### config.mk
export PLATFORM = sky130hd
export DESIGN_NAME = audio_avg_filter
export DESIGN_NICKNAME = d
export VERILOG_FILES = /design/src/rtl/audio_pkg.sv /design/src/rtl/avg_sample_ring.sv /design/src/rtl/audio_avg_filter.sv
export SDC_FILE = /design/constraint.sdc
export NUM_CORES = 1
export LEC_CHECK = 0
export BUFFER_PORTS_ARGS = -buffer_cell sky130_fd_sc_hd__buf_2
export CAP_MARGIN = 10
export CELL_PAD_IN_SITES_DETAIL_PLACEMENT = 2
export CELL_PAD_IN_SITES_GLOBAL_PLACEMENT = 2
export CORE_MARGIN = 2
export CORE_UTILIZATION = 41
export CTS_CLUSTER_SIZE = 20
export DETAILED_ROUTE_END_ITERATION = 7
export GPL_TIMING_DRIVEN = 0
export PLACE_DENSITY = 0.74
export SETUP_SLACK_MARGIN = 0.15
export SLEW_MARGIN = 20
export SYNTH_ARGS = -nofsm -noshare
export SYNTH_HDL_FRONTEND = slang
export SYNTH_HIERARCHICAL = 1
export SYNTH_SLANG_ARGS = --single-unit
### constraint.sdc
create_clock -name clk_i -period 4.1 [get_ports clk_i]
set_clock_uncertainty 0.05 [all_clocks]
set_input_delay 0.82 -clock clk_i [delete_from_list [all_inputs] [get_ports clk_i]]
set_output_delay 0.82 -clock clk_i [all_outputs]
set_load 0.02 [all_outputs]
### src/rtl/audio_pkg.sv
// Shared audio definitions: sample width, sample type and averaging-filter FSM states.
package audio_pkg;

    localparam int unsigned SAMPLE_W = 24;

    typedef logic signed [SAMPLE_W-1:0] sample_t;

    typedef enum logic {CLEAR, RUN} avg_state_t;

endpackage

### src/rtl/avg_sample_ring.sv
// N-entry sample store for the moving-average window.
// There is no reset here; the parent zero-fills it after reset.
module avg_sample_ring #(
    parameter int unsigned DATA_W = 24,
    parameter int unsigned ADDR_W = 3
) (
    input  logic              clk_i,
    input  logic              we_i,
    input  logic [ADDR_W-1:0] waddr_i,
    input  logic [DATA_W-1:0] wdata_i,
    input  logic [ADDR_W-1:0] raddr_i,
    output logic [DATA_W-1:0] rdata_o
);

    localparam int unsigned Depth = 1 << ADDR_W;

    logic [DATA_W-1:0] mem_q [Depth];

    // Single write port; the read is combinational so the oldest sample is available on accept.
    always_ff @(posedge clk_i) begin
        if (we_i) begin
            mem_q[waddr_i] <= wdata_i;
        end
    end

    assign rdata_o = mem_q[raddr_i];

endmodule

### src/rtl/audio_avg_filter.sv
// Single-channel moving-average filter over the last 2**LOG2_N accepted samples.
// Each sample is pre-scaled by 1/N, so the running sum is directly the mean.
module audio_avg_filter
    import audio_pkg::*;
#(
    parameter int unsigned DATA_W = SAMPLE_W,
    parameter int unsigned LOG2_N = 3
) (
    input  logic              clk_i,
    input  logic              reset_i,
    input  logic              in_valid_i,
    output logic              in_ready_o,
    input  logic [DATA_W-1:0] in_data_i,
    output logic              out_valid_o,
    input  logic              out_ready_i,
    output logic [DATA_W-1:0] out_data_o
);

    localparam logic [LOG2_N-1:0] IdxOne = LOG2_N'(1);

    avg_state_t        state_q, state_d;
    logic [LOG2_N-1:0] clr_cnt_q, clr_cnt_d;
    logic [LOG2_N-1:0] wr_ptr_q, wr_ptr_d;
    logic [DATA_W-1:0] acc_q, acc_d;
    logic              out_valid_q, out_valid_d;
    logic [DATA_W-1:0] out_data_q, out_data_d;

    logic signed [DATA_W-1:0] in_s;
    logic [DATA_W-1:0]        scaled;
    logic [DATA_W-1:0]        oldest;
    logic [DATA_W-1:0]        acc_next;
    logic                     accept;
    logic                     ring_we;
    logic [LOG2_N-1:0]        ring_waddr;
    logic [DATA_W-1:0]        ring_wdata;

    assign in_s     = in_data_i;
    assign scaled   = in_s >>> LOG2_N;
    assign acc_next = acc_q + scaled - oldest;

    // A stalled output blocks input so a computed result is never overwritten.
    assign in_ready_o = (state_q == RUN) && (!out_valid_q || out_ready_i);
    assign accept     = in_valid_i && in_ready_o;

    // During CLEAR the ring port sweeps all entries writing zero.
    assign ring_we    = (state_q == CLEAR) || accept;
    assign ring_waddr = (state_q == CLEAR) ? clr_cnt_q : wr_ptr_q;
    assign ring_wdata = (state_q == CLEAR) ? '0 : scaled;

    avg_sample_ring #(
        .DATA_W (DATA_W),
        .ADDR_W (LOG2_N)
    ) u_ring (
        .clk_i   (clk_i),
        .we_i    (ring_we),
        .waddr_i (ring_waddr),
        .wdata_i (ring_wdata),
        .raddr_i (wr_ptr_q),
        .rdata_o (oldest)
    );

    // Next-state: clear sweep, then accept/consume handshakes in RUN.
    always_comb begin
        state_d     = state_q;
        clr_cnt_d   = clr_cnt_q;
        wr_ptr_d    = wr_ptr_q;
        acc_d       = acc_q;
        out_valid_d = out_valid_q;
        out_data_d  = out_data_q;
        unique case (state_q)
            CLEAR: begin
                clr_cnt_d = clr_cnt_q + IdxOne;
                if (clr_cnt_q == '1) begin
                    state_d = RUN;
                end
            end
            RUN: begin
                if (accept) begin
                    wr_ptr_d    = wr_ptr_q + IdxOne;
                    acc_d       = acc_next;
                    out_data_d  = acc_next;
                    out_valid_d = 1'b1;
                end else if (out_ready_i) begin
                    out_valid_d = 1'b0;
                end
            end
        endcase
    end

    // State and registered outputs with synchronous reset.
    always_ff @(posedge clk_i) begin
        if (reset_i) begin
            state_q     <= CLEAR;
            clr_cnt_q   <= '0;
            wr_ptr_q    <= '0;
            acc_q       <= '0;
            out_valid_q <= 1'b0;
            out_data_q  <= '0;
        end else begin
            state_q     <= state_d;
            clr_cnt_q   <= clr_cnt_d;
            wr_ptr_q    <= wr_ptr_d;
            acc_q       <= acc_d;
            out_valid_q <= out_valid_d;
            out_data_q  <= out_data_d;
        end
    end

    assign out_valid_o = out_valid_q;
    assign out_data_o  = out_data_q;

endmodule

==> results of run 1 <==
[power by group through the flow]
stage	sequential, mW	clock, mW	combinational (mW)
5_1_grt	2.60	2.47	1.40
3_5_place_dp	2.64	0	0.911
3_3_place_gp	2.63	0	0.815
4_1_cts	2.59	2.39	1.15
2_1_floorplan	2.63	0	0.601
6_report	2.60	2.35	1.33
[cells by family (layout without fill, tap and decap cells)]
group | count (synthesis) | in the layout | share of synthesized area [%]
multiplexers | 80 | 80 | 14.0
AO/OA/AOI/OAI | 86 | 86 | 5.37
adder cells (fa/ha/maj) | 50 | 50 | 7.52
AND/OR/NAND/NOR | 137 | 137 | 6.60
XOR/XNOR | 18 | 18 | 1.48
buffers and inverters | 118 | 266 | 4.74
flip-flops | 224 | 224 | 60.3
[cell usage after synthesis (8+ instances only)]
master	count	share of area (%)
sky130_fd_sc_hd__nor3_1	8	0.38
sky130_fd_sc_hd__mux2_4	12	1.7
sky130_fd_sc_hd__edfxtp_1	192	54
sky130_fd_sc_hd__o21ai_1	9	0.42
sky130_fd_sc_hd__a21o_1	11	0.78
sky130_fd_sc_hd__xor2_1	11	0.91
sky130_fd_sc_hd__nand2_1	41	1.4
sky130_fd_sc_hd__and2_1	25	1.5
sky130_fd_sc_hd__nor2_1	24	0.85
sky130_fd_sc_hd__fa_1	23	4.3
sky130_fd_sc_hd__ha_1	27	3.2
sky130_fd_sc_hd__a21oi_1	28	1.3
sky130_fd_sc_hd__mux2_2	15	1.6
sky130_fd_sc_hd__mux4_2	48	10
sky130_fd_sc_hd__clkbuf_1	12	0.42
sky130_fd_sc_hd__inv_1	92	3.3
sky130_fd_sc_hd__dfxtp_1	32	6.0
[worst max-delay path by stage]
| stage | start | endpoint | slack, ps | cells past startpoint |
|---|---|---|---|---|
| 6_report | wr_ptr_q[0] | out_data_o[23] | -240 | 14 |
| 4_1_cts | wr_ptr_q[0] | out_data_o[23] | -130 | 15 |
| 5_1_grt | wr_ptr_q[0] | out_data_o[23] | -310 | 13 |
| 3_3_place_gp | out_ready_i | u_ring/mem_q[4][10] | -1950 | 7 |
| 2_1_floorplan | wr_ptr_q[0] | out_data_o[23] | 110 | 15 |
| 3_5_place_dp | wr_ptr_q[2] | out_data_o[23] | -610 | 15 |
[worst max-delay path: stages, from the launching register on]
cell	delay [ps]
sky130_fd_sc_hd__dfxtp_4	430
sky130_fd_sc_hd__buf_12	140
sky130_fd_sc_hd__buf_8	110
sky130_fd_sc_hd__mux4_2	540
sky130_fd_sc_hd__mux2_4	310
sky130_fd_sc_hd__fa_1	510
sky130_fd_sc_hd__inv_2	60
sky130_fd_sc_hd__ha_1	300
sky130_fd_sc_hd__a21o_1	190
sky130_fd_sc_hd__and4_4	220
sky130_fd_sc_hd__o211ai_1	390
sky130_fd_sc_hd__a21oi_4	160
sky130_fd_sc_hd__o2bb2ai_4	180
sky130_fd_sc_hd__mux2i_2	300
sky130_fd_sc_hd__mux2_4	330
[area by class of cell]
type | instances | area [um2]
plain buffers | 26 | 214
clock buffers | 32 | 694
clock inverters | 15 | 160
fillers | 2282 | 12000
inverters | 92 | 345
multi-input cells | 371 | 4250
flip-flops and latches | 224 | 6410
well taps | 330 | 413
repair buffers | 101 | 852
[what timing repair did]
action                     in CTS  in global routing
setup endpoints to repair      18                 17
pin swaps                      23                 18
resized for setup              88                 35
buffers inserted               31                  7
cloned                          1                  0
hold buffers                    0                  0
[stage by stage]
stage,utilization [%],setup WS (ps)
floorplan,-,110
global placement,44.6,-1950
detailed placement,45.7,-610
CTS,51.8,-130
global route,52.7,-310
finish,52.7,-237
[per-layer routing]
| layer | track usage, % | vias to the layer above |
|---|---|---|
| met4 | 6.68 | 0 |
| met2 | 45.5 | 227 |
| li1 | - | 2889 |
| met1 | 33.4 | 3581 |
| met5 | 0 | - |
| met3 | 3.64 | 61 |
[sequential cells by signal, summed over array words and instances, names as in the netlist]
signal        flops
u_ring/mem_q    192
state_q           1
wr_ptr_q          3
out_valid_o       1
out_data_o       24
clr_cnt_q         3
==> qor.json, run 1 <==
{
  "finish": {
    "final_nets": 920,
    "syn2layout_area_growth_pct": 25.7,
    "mostFrequentLayoutCell": "sky130_fd_sc_hd__edfxtp_1",
    "num_antenna_cells": 0,
    "layout.cells.most_common_list": "192 x sky130_fd_sc_hd__edfxtp_1, 86 x sky130_fd_sc_hd__inv_1, 53 x sky130_fd_sc_hd__buf_2, 48 x sky130_fd_sc_hd__mux4_2, 39 x sky130_fd_sc_hd__nand2_1",
    "fin_cells": 1191,
    "drive_gt1_share_pct": 36.5,
    "layout.cell_area.non_filler_mm2": 0.0133
  },
  "synthesis": {
    "synthFlopType": "sky130_fd_sc_hd__edfxtp_1",
    "syn_avg_cell_area_um2": 14.9,
    "synth-warning-count": 6,
    "syn-instance-count": 713,
    "async_reset_ff_share_pct": 0,
    "seq_area_frac_synth_pct": 60.3,
    "synth_area_mm2": 0.0106,
    "synth.ff_latch_count": 224,
    "synth_enable_flop_cells": 192,
    "synth.lib_cells_used.distinct": 62,
    "mappedNetlistNets": 791
  },
  "placement": {
    "portBuffers": 50,
    "placement.cell_area_mm2": 0.0116,
    "routabilityCongestion": 0.829,
    "hpwl_after_dpl_um": 21700,
    "placed_cells": 1105
  },
  "drt": {
    "route.detailed.drc": 0,
    "totalWireLength_um": 34400,
    "routed-via-count": 6758,
    "drt_pre_antenna_iters": 5,
    "drt-met1-wl_um": 14100,
    "route.detailed.wl_per_inst_um": 28.9,
    "highest_layer": "met4",
    "met2_wirelength_um": 17700,
    "drt_first_iter_violations": 460,
    "drt.antenna.violating_nets": 0,
    "post_drt_via_cell_ratio": 5.67,
    "routed_met3_length_um": 1770
  },
  "clocking": {
    "clock-sinks": 224,
    "clock_pin_slew_of_the_registers_on_the_worst_case_setup_and_hold_paths_ps": 60,
    "worst_skew_pair.late_latency_ps": 540,
    "clk_path_buf_depth": 3,
    "clockRootBuffer": "sky130_fd_sc_hd__clkbuf_16",
    "numCtsBuffers": 26,
    "cts_htree_levels": 1,
    "cts_tree": "built"
  },
  "die": {
    "rows": 58,
    "die_height_um": 165,
    "floorplan.die_area_mm2": 0.0272,
    "start_util_pct": 41.9,
    "top_level_pins": 54,
    "core_area_mm2": 0.0253,
    "die_w_um": 165
  },
  "global_route": {
    "maximum_number_of_pins_on_one_net_before_global_route_repair": 33,
    "grt.total_usage_pct": 25.7,
    "grt_pass1_wl_um": 50000,
    "grt_pass1_vias": 7519,
    "number_of_antenna_violations_at_the_first_check_in_global_routing": 2,
    "globalRouteOverflowTotal": 0
  },
  "sta": {
    "fin_hold_ws_ps": 429,
    "maxSlewHeadroom_pct": 29.0,
    "achievable-frequency_ghz": 0.231,
    "post-route-worst-setup-slack_ps": -237,
    "rsz0062_at_grt": "yes",
    "final-setup-viol-count": 8,
    "report.final.hold_viol_count": 0,
    "slew_viol_final": 0,
    "layout_worst_path_cycle_share_pct": 106,
    "tightest_slew_ps": 1060,
    "tns_ps": -966,
    "finalCriticalPeriod_ps": 4340
  },
  "power_and_ir_drop": {
    "post-layout-total-power_mw": 6.28,
    "power.ir.vdd_worst_v": 0.000321,
    "p_per_area_mw_per_mm2": 471,
    "cell_internal_pwr_mw": 4.55,
    "p_leak_nw": 4.99,
    "swShare_pct": 27.6,
    "power.sequential.fraction_pct": 41.4,
    "p_comb_share_pct": 21.1,
    "clock_power_share_pct": 37.5,
    "total_switching_power_mw": 1.73
  },
  "hold_path": {
    "min_delay_path_depth": 2,
    "hold_path.class": "reg2reg",
    "hold-path-endpoint": "out_data_o[13]",
    "worstHoldStart": "out_data_o[13]"
  },
  "worst_setup_path": {
    "startpoint_kind_of_the_worst_setup_timing_path": "flop",
    "worstPathRequired_ps": 4470,
    "crit_type": "reg2reg",
    "end_kind": "flop",
    "r2r_slack_ps": -240,
    "worst-path-max-fanout": 6,
    "regToRegEndpoint": "out_data_o[23]",
    "rr_worst_depth": 14,
    "r2r_start": "wr_ptr_q[0]",
    "cp.arrival_ps": 4700
  },
  "flow_run": {
    "maxCapViolations": 0
  },
  "status": {
    "outcome": "complete, but fails checks",
    "violations_in_the_final_reports": "setup timing"
  }
}
(Power assumes the default switching activity.)
==> inputs of run 2 (changes only) <==
--- a/config.mk
+++ b/config.mk
@@ -9,12 +9,13 @@
 export CAP_MARGIN = 10
 export CELL_PAD_IN_SITES_DETAIL_PLACEMENT = 2
 export CELL_PAD_IN_SITES_GLOBAL_PLACEMENT = 2
-export CORE_MARGIN = 2
-export CORE_UTILIZATION = 41
+export CORE_MARGIN = 4
+export CORE_UTILIZATION = 42
+export CTS_BUF_LIST = sky130_fd_sc_hd__clkbuf_8
 export CTS_CLUSTER_SIZE = 20
 export DETAILED_ROUTE_END_ITERATION = 7
 export GPL_TIMING_DRIVEN = 0
-export PLACE_DENSITY = 0.74
+export PLACE_DENSITY = 0.75
 export SETUP_SLACK_MARGIN = 0.15
 export SLEW_MARGIN = 20
 export SYNTH_ARGS = -nofsm -noshare
==> qor.json, run 2 (same netlist as run 1, synthesis figures left out) <==
{
  "finish": {
    "syn2layout_area_growth_pct": 22.7,
    "mostFrequentLayoutCell": "sky130_fd_sc_hd__edfxtp_1",
    "final_nets": {"value": 930, "change": "+1.1%"},
    "num_antenna_cells": {"value": 0, "change": "unchanged"},
    "layout.cells.most_common_list": "192 x sky130_fd_sc_hd__edfxtp_1, 95 x sky130_fd_sc_hd__inv_1, 53 x sky130_fd_sc_hd__buf_2, 48 x sky130_fd_sc_hd__mux4_2, 40 x sky130_fd_sc_hd__clkbuf_8",
    "largest_register_ffs": {"value": 192, "change": "unchanged"},
    "layout.cell_area.non_filler": {"value": 0.0130, "unit": "mm2", "change": "-2.4%"},
    "fillers": {"value": 2219, "change": "-2.8%"},
    "fin_cells": {"value": 1204, "change": "+1.1%"},
    "drive_gt1_share": {"value": 35.3, "unit": "%", "change": "-1.1 points"},
    "max_flop_register": "u_ring/mem_q"
  },
  "power_and_ir_drop": {
    "power.ir.vdd_worst": {"value": 0.000251, "unit": "V", "change": "-22%"},
    "p_comb_share": {"value": 21.4, "unit": "%", "change": "+0.3 points"},
    "cell_internal_pwr": {"value": 4.09, "unit": "mW", "change": "-10%"},
    "total_switching_power": {"value": 1.69, "unit": "mW", "change": "-2.3%"},
    "post-layout-total-power": {"value": 5.78, "unit": "mW", "change": "-7.9%"},
    "power.sequential.fraction": {"value": 44.9, "unit": "%", "change": "+3.5 points"},
    "clock_power_share": {"value": 33.6, "unit": "%", "change": "-3.9 points"},
    "p_leak": {"value": 4.95, "unit": "nW", "change": "-0.88%"},
    "swShare": {"value": 29.3, "unit": "%", "change": "+1.7 points"},
    "p_per_area": {"value": 444, "unit": "mW/mm2", "change": "-5.7%"}
  },
  "worst_setup_path": {
    "max_stage_delay": {"value": 560, "unit": "ps", "change": "+20 ps"},
    "crit_buf_inv": {"value": 6, "change": "+3"},
    "regToRegEndpoint": "out_data_o[10]",
    "r2r_start": "wr_ptr_q[0]",
    "slowest_stage": "sky130_fd_sc_hd__fa_1",
    "critical-path-top-delay-family": "compound AO/OA/AOI/OAI gates",
    "cpMostUsedCell": "sky130_fd_sc_hd__buf_4",
    "worstPathRequired": {"value": 4520, "unit": "ps", "change": "+50 ps"},
    "r2r_slack": {"value": -220, "unit": "ps", "change": "about the same"},
    "cp.arrival": {"value": 4740, "unit": "ps", "change": "+40 ps"},
    "crit_type": "reg2reg",
    "path_cells": "buf_12, buf_8, mux4_2, mux2_4, fa_1, inv_2, fa_2, a21o_1, a221o_1, buf_6, a31o_4, buf_4, buf_4, xor2_1, nand2_1, a21oi_2",
    "worst-path-max-fanout": {"value": 4, "change": "-2"},
    "rr_worst_depth": {"value": 16, "change": "+2"},
    "startpoint_kind_of_the_worst_setup_timing_path": "flop",
    "end_kind": "flop"
  },
  "sta": {
    "layout_worst_path_cycle_share": {"value": 105, "unit": "%", "change": "-0.30 points"},
    "fin_hold_ws": {"value": 425, "unit": "ps", "change": "-4.49 ps"},
    "tns": {"value": -981, "unit": "ps", "change": "-14.8 ps"},
    "rsz0062_at_grt": "yes",
    "tightest_slew": {"value": 906, "unit": "ps", "change": "-159 ps"},
    "achievable-frequency": {"value": 0.231, "unit": "GHz", "change": "+0.28%"},
    "maxSlewHeadroom": {"value": 39.3, "unit": "%", "change": "+10 points"},
    "final-setup-viol-count": {"value": 7, "change": "-1"},
    "finalCriticalPeriod": {"value": 4320, "unit": "ps", "change": "-12.2 ps"},
    "slew_viol_final": {"value": 0, "change": "unchanged"},
    "report.final.hold_viol_count": {"value": 0, "change": "unchanged"},
    "post-route-worst-setup-slack": {"value": -225, "unit": "ps", "change": "+12.2 ps"}
  },
  "placement": {
    "portBuffers": {"value": 50, "change": "unchanged"},
    "hpwl_after_dpl": {"value": 22700, "unit": "um", "change": "+4.4%"},
    "placement.cell_area": {"value": 0.0116, "unit": "mm2", "change": "-0.16%"},
    "routabilityCongestion": {"value": 0.847, "change": "+2.1%"},
    "placed_cells": {"value": 1099, "change": "-0.54%"}
  },
  "die": {
    "die_w": {"value": 167, "unit": "um", "change": "+1.3%"},
    "die_height": {"value": 167, "unit": "um", "change": "+1.3%"},
    "core_area": {"value": 0.0246, "unit": "mm2", "change": "-2.9%"},
    "rows": {"value": 57, "change": "-1.7%"},
    "floorplan.die_area": {"value": 0.0279, "unit": "mm2", "change": "+2.5%"},
    "start_util": {"value": 43.2, "unit": "%", "change": "+1.2 points"},
    "top_level_pins": {"value": 54, "change": "unchanged"}
  },
  "clocking": {
    "numCtsBuffers": {"value": 40, "change": "+54%"},
    "clock_pin_slew_of_the_registers_on_the_worst_case_setup_and_hold_paths": {"value": 60, "unit": "ps", "change": "about the same"},
    "clock-sinks": {"value": 224, "change": "unchanged"},
    "clk_path_buf_depth": {"value": 3, "change": "unchanged"},
    "cts-hold-fix-buffers": {"value": 0, "change": "unchanged"},
    "worst_skew_pair.late_latency": {"value": 570, "unit": "ps", "change": "+30 ps"},
    "cts_htree_levels": {"value": 2, "change": "+1"},
    "cts_tree": "built",
    "clockRootBuffer": "sky130_fd_sc_hd__clkbuf_8"
  },
  "drt": {
    "route.detailed.wl_per_inst": {"value": 29.3, "unit": "um", "change": "+1.5%"},
    "post_drt_via_cell_ratio": {"value": 5.73, "change": "+1.0%"},
    "totalWireLength": {"value": 35300, "unit": "um", "change": "+2.6%"},
    "drt_pre_antenna_iters": {"value": 5, "change": "unchanged"},
    "route.detailed.drc": {"value": 0, "change": "unchanged"},
    "routed-via-count": {"value": 6902, "change": "+2.1%"},
    "drt.antenna.violating_nets": {"value": 0, "change": "unchanged"},
    "drt_first_iter_violations": {"value": 538, "change": "+17%"}
  },
  "status": {
    "violations_in_the_final_reports": "setup timing",
    "outcome": "complete, but fails checks"
  },
  "global_route": {
    "number_of_antenna_violations_at_the_first_check_in_global_routing": {"value": 0, "change": "-2"},
    "maximum_number_of_pins_on_one_net_before_global_route_repair": {"value": 33, "change": "unchanged"},
    "grt_pass1_wl": {"value": 50600, "unit": "um", "change": "+1.2%"},
    "globalRouteOverflowTotal": {"value": 0, "change": "unchanged"},
    "grt_pass1_vias": {"value": 7743, "change": "+3.0%"},
    "grt.total_usage": {"value": 24.2, "unit": "%", "change": "-1.5 points"}
  },
  "hold_path": {
    "hold_path.class": "reg2reg",
    "hold-path-endpoint": "out_data_o[16]",
    "worstHoldStart": "out_data_o[16]",
    "min_delay_path_depth": {"value": 2, "change": "unchanged"}
  },
  "flow_run": {
    "maxCapViolations": {"value": 0, "change": "unchanged"}
  }
}
[run 2: what timing repair did]
item | 4_1_cts | 5_1_grt
gates resized for setup | 75 | 37
pin swaps | 30 | 30
setup endpoints to repair | 18 | 17
setup buffers | 24 | 11
[run 2: worst min-delay path, stage by stage (launching register included)]
cell	delay, ps
sky130_fd_sc_hd__dfxtp_1	320
sky130_fd_sc_hd__nand2_1	50
sky130_fd_sc_hd__o21ai_1	50
[run 2: power by group through the flow]
stage	Clock, mW	Combinational [mW]	Sequential, mW
final	1.95	1.24	2.60
after CTS	1.98	1.09	2.59
after floorplan	0	0.601	2.63
after global routing	2.10	1.32	2.60
after global placement	0	0.812	2.63
after detailed placement	0	0.912	2.64
[run 2: final cells by class]
cell class | count | area, um2 | area share [%]
clock inverters | 30 | 163 | 1.25
repair buffers | 97 | 774 | 5.94
clock buffers | 40 | 551 | 4.23
plain buffers | 26 | 221 | 1.70
multi-input cells | 371 | 4160 | 31.9
well taps | 324 | 405 | 3.11
inverters | 92 | 345 | 2.65
flip-flops and latches | 224 | 6410 | 49.2
[run 2: how the worst max path moves through the flow]
| stage | startpoint | end | slack, ps | cells after the start |
|---|---|---|---|---|
| after floorplan | wr_ptr_q[0] | out_data_o[23] | 110 | 15 |
| after global placement | out_ready_i | u_ring/mem_q[0][10] | -1820 | 7 |
| after detailed placement | wr_ptr_q[2] | out_data_o[23] | -590 | 14 |
| after CTS | wr_ptr_q[0] | out_data_o[23] | -120 | 15 |
| after global routing | wr_ptr_q[0] | out_data_o[10] | -300 | 16 |
| final | wr_ptr_q[0] | out_data_o[10] | -220 | 16 |
[run 2: routing by layer]
layer  global-route usage (%)  part of all wire (%)
met4                     6.19                   1.9
met3                     4.20                   4.4
met2                     42.5                    52
met5                        0                     0
met1                     31.3                    42
[run 2: metrics by stage]
step                util, %  setup WS (ps)
global route           53.0           -304
CTS                    52.1           -119
detailed placement     47.0           -590
global placement       45.9          -1820
finish                 53.0           -225
floorplan                 -            110
==> inputs of run 3 (changes only) <==
--- a/config.mk
+++ b/config.mk
@@ -10,12 +10,12 @@
 export CELL_PAD_IN_SITES_DETAIL_PLACEMENT = 2
 export CELL_PAD_IN_SITES_GLOBAL_PLACEMENT = 2
 export CORE_MARGIN = 4
-export CORE_UTILIZATION = 42
+export CORE_UTILIZATION = 47
 export CTS_BUF_LIST = sky130_fd_sc_hd__clkbuf_8
 export CTS_CLUSTER_SIZE = 20
 export DETAILED_ROUTE_END_ITERATION = 7
 export GPL_TIMING_DRIVEN = 0
-export PLACE_DENSITY = 0.75
+export PLACE_DENSITY = 0.8
 export SETUP_SLACK_MARGIN = 0.15
 export SLEW_MARGIN = 20
 export SYNTH_ARGS = -nofsm -noshare
==> constraint.sdc (replaced) <==
create_clock -name clk_i -period 4 [get_ports clk_i]
set_clock_uncertainty 0.05 [all_clocks]
set_input_delay 0.8 -clock clk_i [delete_from_list [all_inputs] [get_ports clk_i]]
set_output_delay 0.8 -clock clk_i [all_outputs]
set_load 0.02 [all_outputs]
==> qor.json, run 3 (same netlist as run 1, synthesis figures left out) <==
{
  "clocking": {
    "clock_pin_slew_of_the_registers_on_the_worst_case_setup_and_hold_paths": {"value": 60, "unit": "ps", "change": "about the same"},
    "cts_tree": "built",
    "worst_skew_pair.late_latency": {"value": 570, "unit": "ps", "change": "about the same"},
    "clockRootBuffer": "sky130_fd_sc_hd__clkbuf_8",
    "clk_path_buf_depth": {"value": 3, "change": "unchanged"},
    "numCtsBuffers": {"value": 40, "change": "unchanged"},
    "cts_htree_levels": {"value": 2, "change": "unchanged"},
    "cts-hold-fix-buffers": {"value": 0, "change": "unchanged"},
    "clock-sinks": {"value": 224, "change": "unchanged"}
  },
  "finish": {
    "largest_register_ffs": {"value": 192, "change": "unchanged"},
    "final_nets": {"value": 940, "change": "+1.1%"},
    "mostFrequentLayoutCell": "sky130_fd_sc_hd__edfxtp_1",
    "layout.cells.most_common_list": "192 x sky130_fd_sc_hd__edfxtp_1, 104 x sky130_fd_sc_hd__inv_1, 52 x sky130_fd_sc_hd__buf_2, 48 x sky130_fd_sc_hd__mux4_2, 41 x sky130_fd_sc_hd__clkbuf_8",
    "num_antenna_cells": {"value": 0, "change": "unchanged"},
    "max_flop_register": "u_ring/mem_q",
    "syn2layout_area_growth_pct": 24.9,
    "drive_gt1_share": {"value": 37.8, "unit": "%", "change": "+2.5 points"}
  },
  "sta": {
    "post-route-worst-setup-slack": {"value": -486, "unit": "ps", "change": "-261 ps"},
    "maxSlewHeadroom": {"value": 47.1, "unit": "%", "change": "+7.8 points"},
    "slew_viol_final": {"value": 0, "change": "unchanged"},
    "report.final.hold_viol_count": {"value": 0, "change": "unchanged"},
    "layout_worst_path_cycle_share": {"value": 112, "unit": "%", "change": "+6.7 points"},
    "tightest_slew": {"value": 793, "unit": "ps", "change": "-112 ps"},
    "finalCriticalPeriod": {"value": 4490, "unit": "ps", "change": "+161 ps"},
    "achievable-frequency": {"value": 0.223, "unit": "GHz", "change": "-3.6%"},
    "fin_hold_ws": {"value": 459, "unit": "ps", "change": "+34.6 ps"},
    "rsz0062_at_grt": "yes",
    "final-setup-viol-count": {"value": 15, "change": "+8"}
  },
  "worst_setup_path": {
    "max_stage_delay": {"value": 550, "unit": "ps", "change": "about the same"},
    "cp.depth": {"value": 15, "change": "-1"},
    "critical-path-top-delay-family": "compound AO/OA/AOI/OAI gates",
    "cp-startpoint": "wr_ptr_q[0]",
    "crit_buf_inv": {"value": 4, "change": "-2"},
    "worst-path-max-fanout": {"value": 4, "change": "unchanged"},
    "slowest_stage": "sky130_fd_sc_hd__mux4_2",
    "path_cells": "buf_12, buf_12, buf_4, mux4_2, mux2_4, fa_1, inv_1, ha_4, a21o_1, a221o_1, nand3_2, a21oi_4, a41oi_2, or4_1, o311ai_1",
    "startpoint_kind_of_the_worst_setup_timing_path": "flop",
    "crit_end": "out_data_o[18]",
    "cpMostUsedCell": "sky130_fd_sc_hd__buf_12",
    "end_kind": "flop",
    "rr_worst_depth": {"value": 15, "change": "-1"},
    "r2r_slack": {"value": -490, "unit": "ps", "change": "-260 ps"},
    "regToRegEndpoint": "out_data_o[18]",
    "cp.arrival": {"value": 4880, "unit": "ps", "change": "+140 ps"},
    "r2r_start": "wr_ptr_q[0]",
    "worstPathRequired": {"value": 4390, "unit": "ps", "change": "-130 ps"},
    "crit_type": "reg2reg"
  },
  "global_route": {
    "grt_pass1_vias": {"value": 8057, "change": "+4.1%"},
    "globalRouteMet3Util": {"value": 7.64, "unit": "%", "change": "+3.4 points"},
    "maximum_number_of_pins_on_one_net_before_global_route_repair": {"value": 33, "change": "unchanged"},
    "grt.total_usage": {"value": 32.9, "unit": "%", "change": "+8.7 points"},
    "grt_pass1_wl": {"value": 58400, "unit": "um", "change": "+15%"},
    "grt.busiest_layer": "met2",
    "grtUsageMet1": {"value": 41.2, "unit": "%", "change": "+9.9 points"},
    "globalRouteOverflowTotal": {"value": 0, "change": "unchanged"},
    "grtUsageMet2": {"value": 56.2, "unit": "%", "change": "+14 points"},
    "number_of_antenna_violations_at_the_first_check_in_global_routing": {"value": 1, "change": "+1"}
  },
  "drt": {
    "drt.antenna.violating_nets": {"value": 0, "change": "unchanged"},
    "drt_pre_antenna_iters": {"value": 5, "change": "unchanged"},
    "route.detailed.wl_per_inst": {"value": 37.1, "unit": "um", "change": "+27%"},
    "route.detailed.drc": {"value": 0, "change": "unchanged"},
    "totalWireLength": {"value": 43500, "unit": "um", "change": "+23%"},
    "routed-via-count": {"value": 7491, "change": "+8.5%"},
    "drt_first_iter_violations": {"value": 807, "change": "+50%"},
    "post_drt_via_cell_ratio": {"value": 6.40, "change": "+12%"}
  },
  "die": {
    "start_util": {"value": 48.2, "unit": "%", "change": "+5.1 points"},
    "rows": {"value": 54, "change": "-5.3%"},
    "floorplan.die_area": {"value": 0.0251, "unit": "mm2", "change": "-10%"},
    "die_w": {"value": 158, "unit": "um", "change": "-5.2%"},
    "die_height": {"value": 158, "unit": "um", "change": "-5.2%"},
    "top_level_pins": {"value": 54, "change": "unchanged"},
    "core_area": {"value": 0.0220, "unit": "mm2", "change": "-10%"}
  },
  "hold_path": {
    "min_delay_path_depth": {"value": 2, "change": "unchanged"},
    "hold_path.class": "reg2reg"
  },
  "status": {
    "outcome": "complete, but fails checks",
    "violations_in_the_final_reports": "setup timing"
  },
  "placement": {
    "hpwl_after_dpl": {"value": 22100, "unit": "um", "change": "-2.6%"},
    "portBuffers": {"value": 50, "change": "unchanged"},
    "routabilityCongestion": {"value": 0.851, "change": "+0.47%"},
    "post_place_setup_slack": {"value": -696, "unit": "ps", "change": "-105 ps"}
  },
  "power_and_ir_drop": {
    "power.ir.vdd_worst": {"value": 0.000389, "unit": "V", "change": "+55%"},
    "p_per_area": {"value": 472, "unit": "mW/mm2", "change": "+6.4%"},
    "p_leak": {"value": 5.04, "unit": "nW", "change": "+1.9%"}
  },
  "flow_run": {
    "maxCapViolations": {"value": 0, "change": "unchanged"}
  }
}
run 3: how the worst min path moves through the flow:
stage | from | end
after floorplan | wr_ptr_q[1] | wr_ptr_q[1]
after global placement | out_data_o[6] | out_data_o[6]
after detailed placement | out_data_o[0] | out_data_o[0]
after CTS | out_data_o[0] | out_data_o[0]
after global routing | out_data_o[1] | out_data_o[1]
final | out_data_o[1] | out_data_o[1]
run 3: final cells by class:
| cell class | count | area, um2 |
|---|---|---|
| sequential | 224 | 6410 |
| inverter | 92 | 345 |
| fill | 1874 | 8770 |
| buffer | 26 | 229 |
| timing repair buffer | 107 | 898 |
| tap | 280 | 350 |
| clock buffer | 40 | 551 |
| multi-input combinational | 371 | 4330 |
| clock inverter | 31 | 146 |
run 3: repair_timing:
item                                    4_1_cts  5_1_grt
cloned                                        1        0
resized for setup                            94       38
setup buffers                                30       14
endpoints found under the setup margin       19       27
pin swaps                                    40       21
run 3: worst register-to-register path, delay by kind of cell (launching register included):
family / cells / cell delay, ps
buf+inv: 4 / 520
flops: 1 / 420
fa+ha+maj: 2 / 790
compound gates: 5 / 1020
mux: 2 / 890
simple gates: 2 / 690
run 3: per-stage QoR:
| stage | power [mW] | util [%] | TNS, ps | instances | cell area (um2) |
|---|---|---|---|---|---|
| 2_1_floorplan | 3.31 | - | 0 | 713 | 10600 |
| 3_5_place_dp | 3.65 | 52.3 | -5450 | 1055 | 11500 |
| 6_report | 6.26 | 60.2 | -4200 | 1171 | 13300 |
| 5_1_grt | 6.44 | 60.2 | -4730 | 1171 | 13300 |
| 4_1_cts | 5.87 | 58.9 | -752 | 1157 | 13000 |
| 3_3_place_gp | 3.53 | 51.0 | -193450 | 1043 | 11200 |
run 3: layer usage:
layer | wire length, um | up-vias
li1 | - | 2924
met1 | 17000 | 4019
met2 | 21900 | 417
met3 | 2840 | 129
met4 | 1720 | 2
met5 | 17 | -
run 3: power by group:
| group | switching (mW) | internal, mW |
|---|---|---|
| Sequential | 0.0522 | 2.63 |
| Combinational | 0.896 | 0.652 |
| Clock | 1.09 | 0.944 |
| Total | 2.03 | 4.22 |
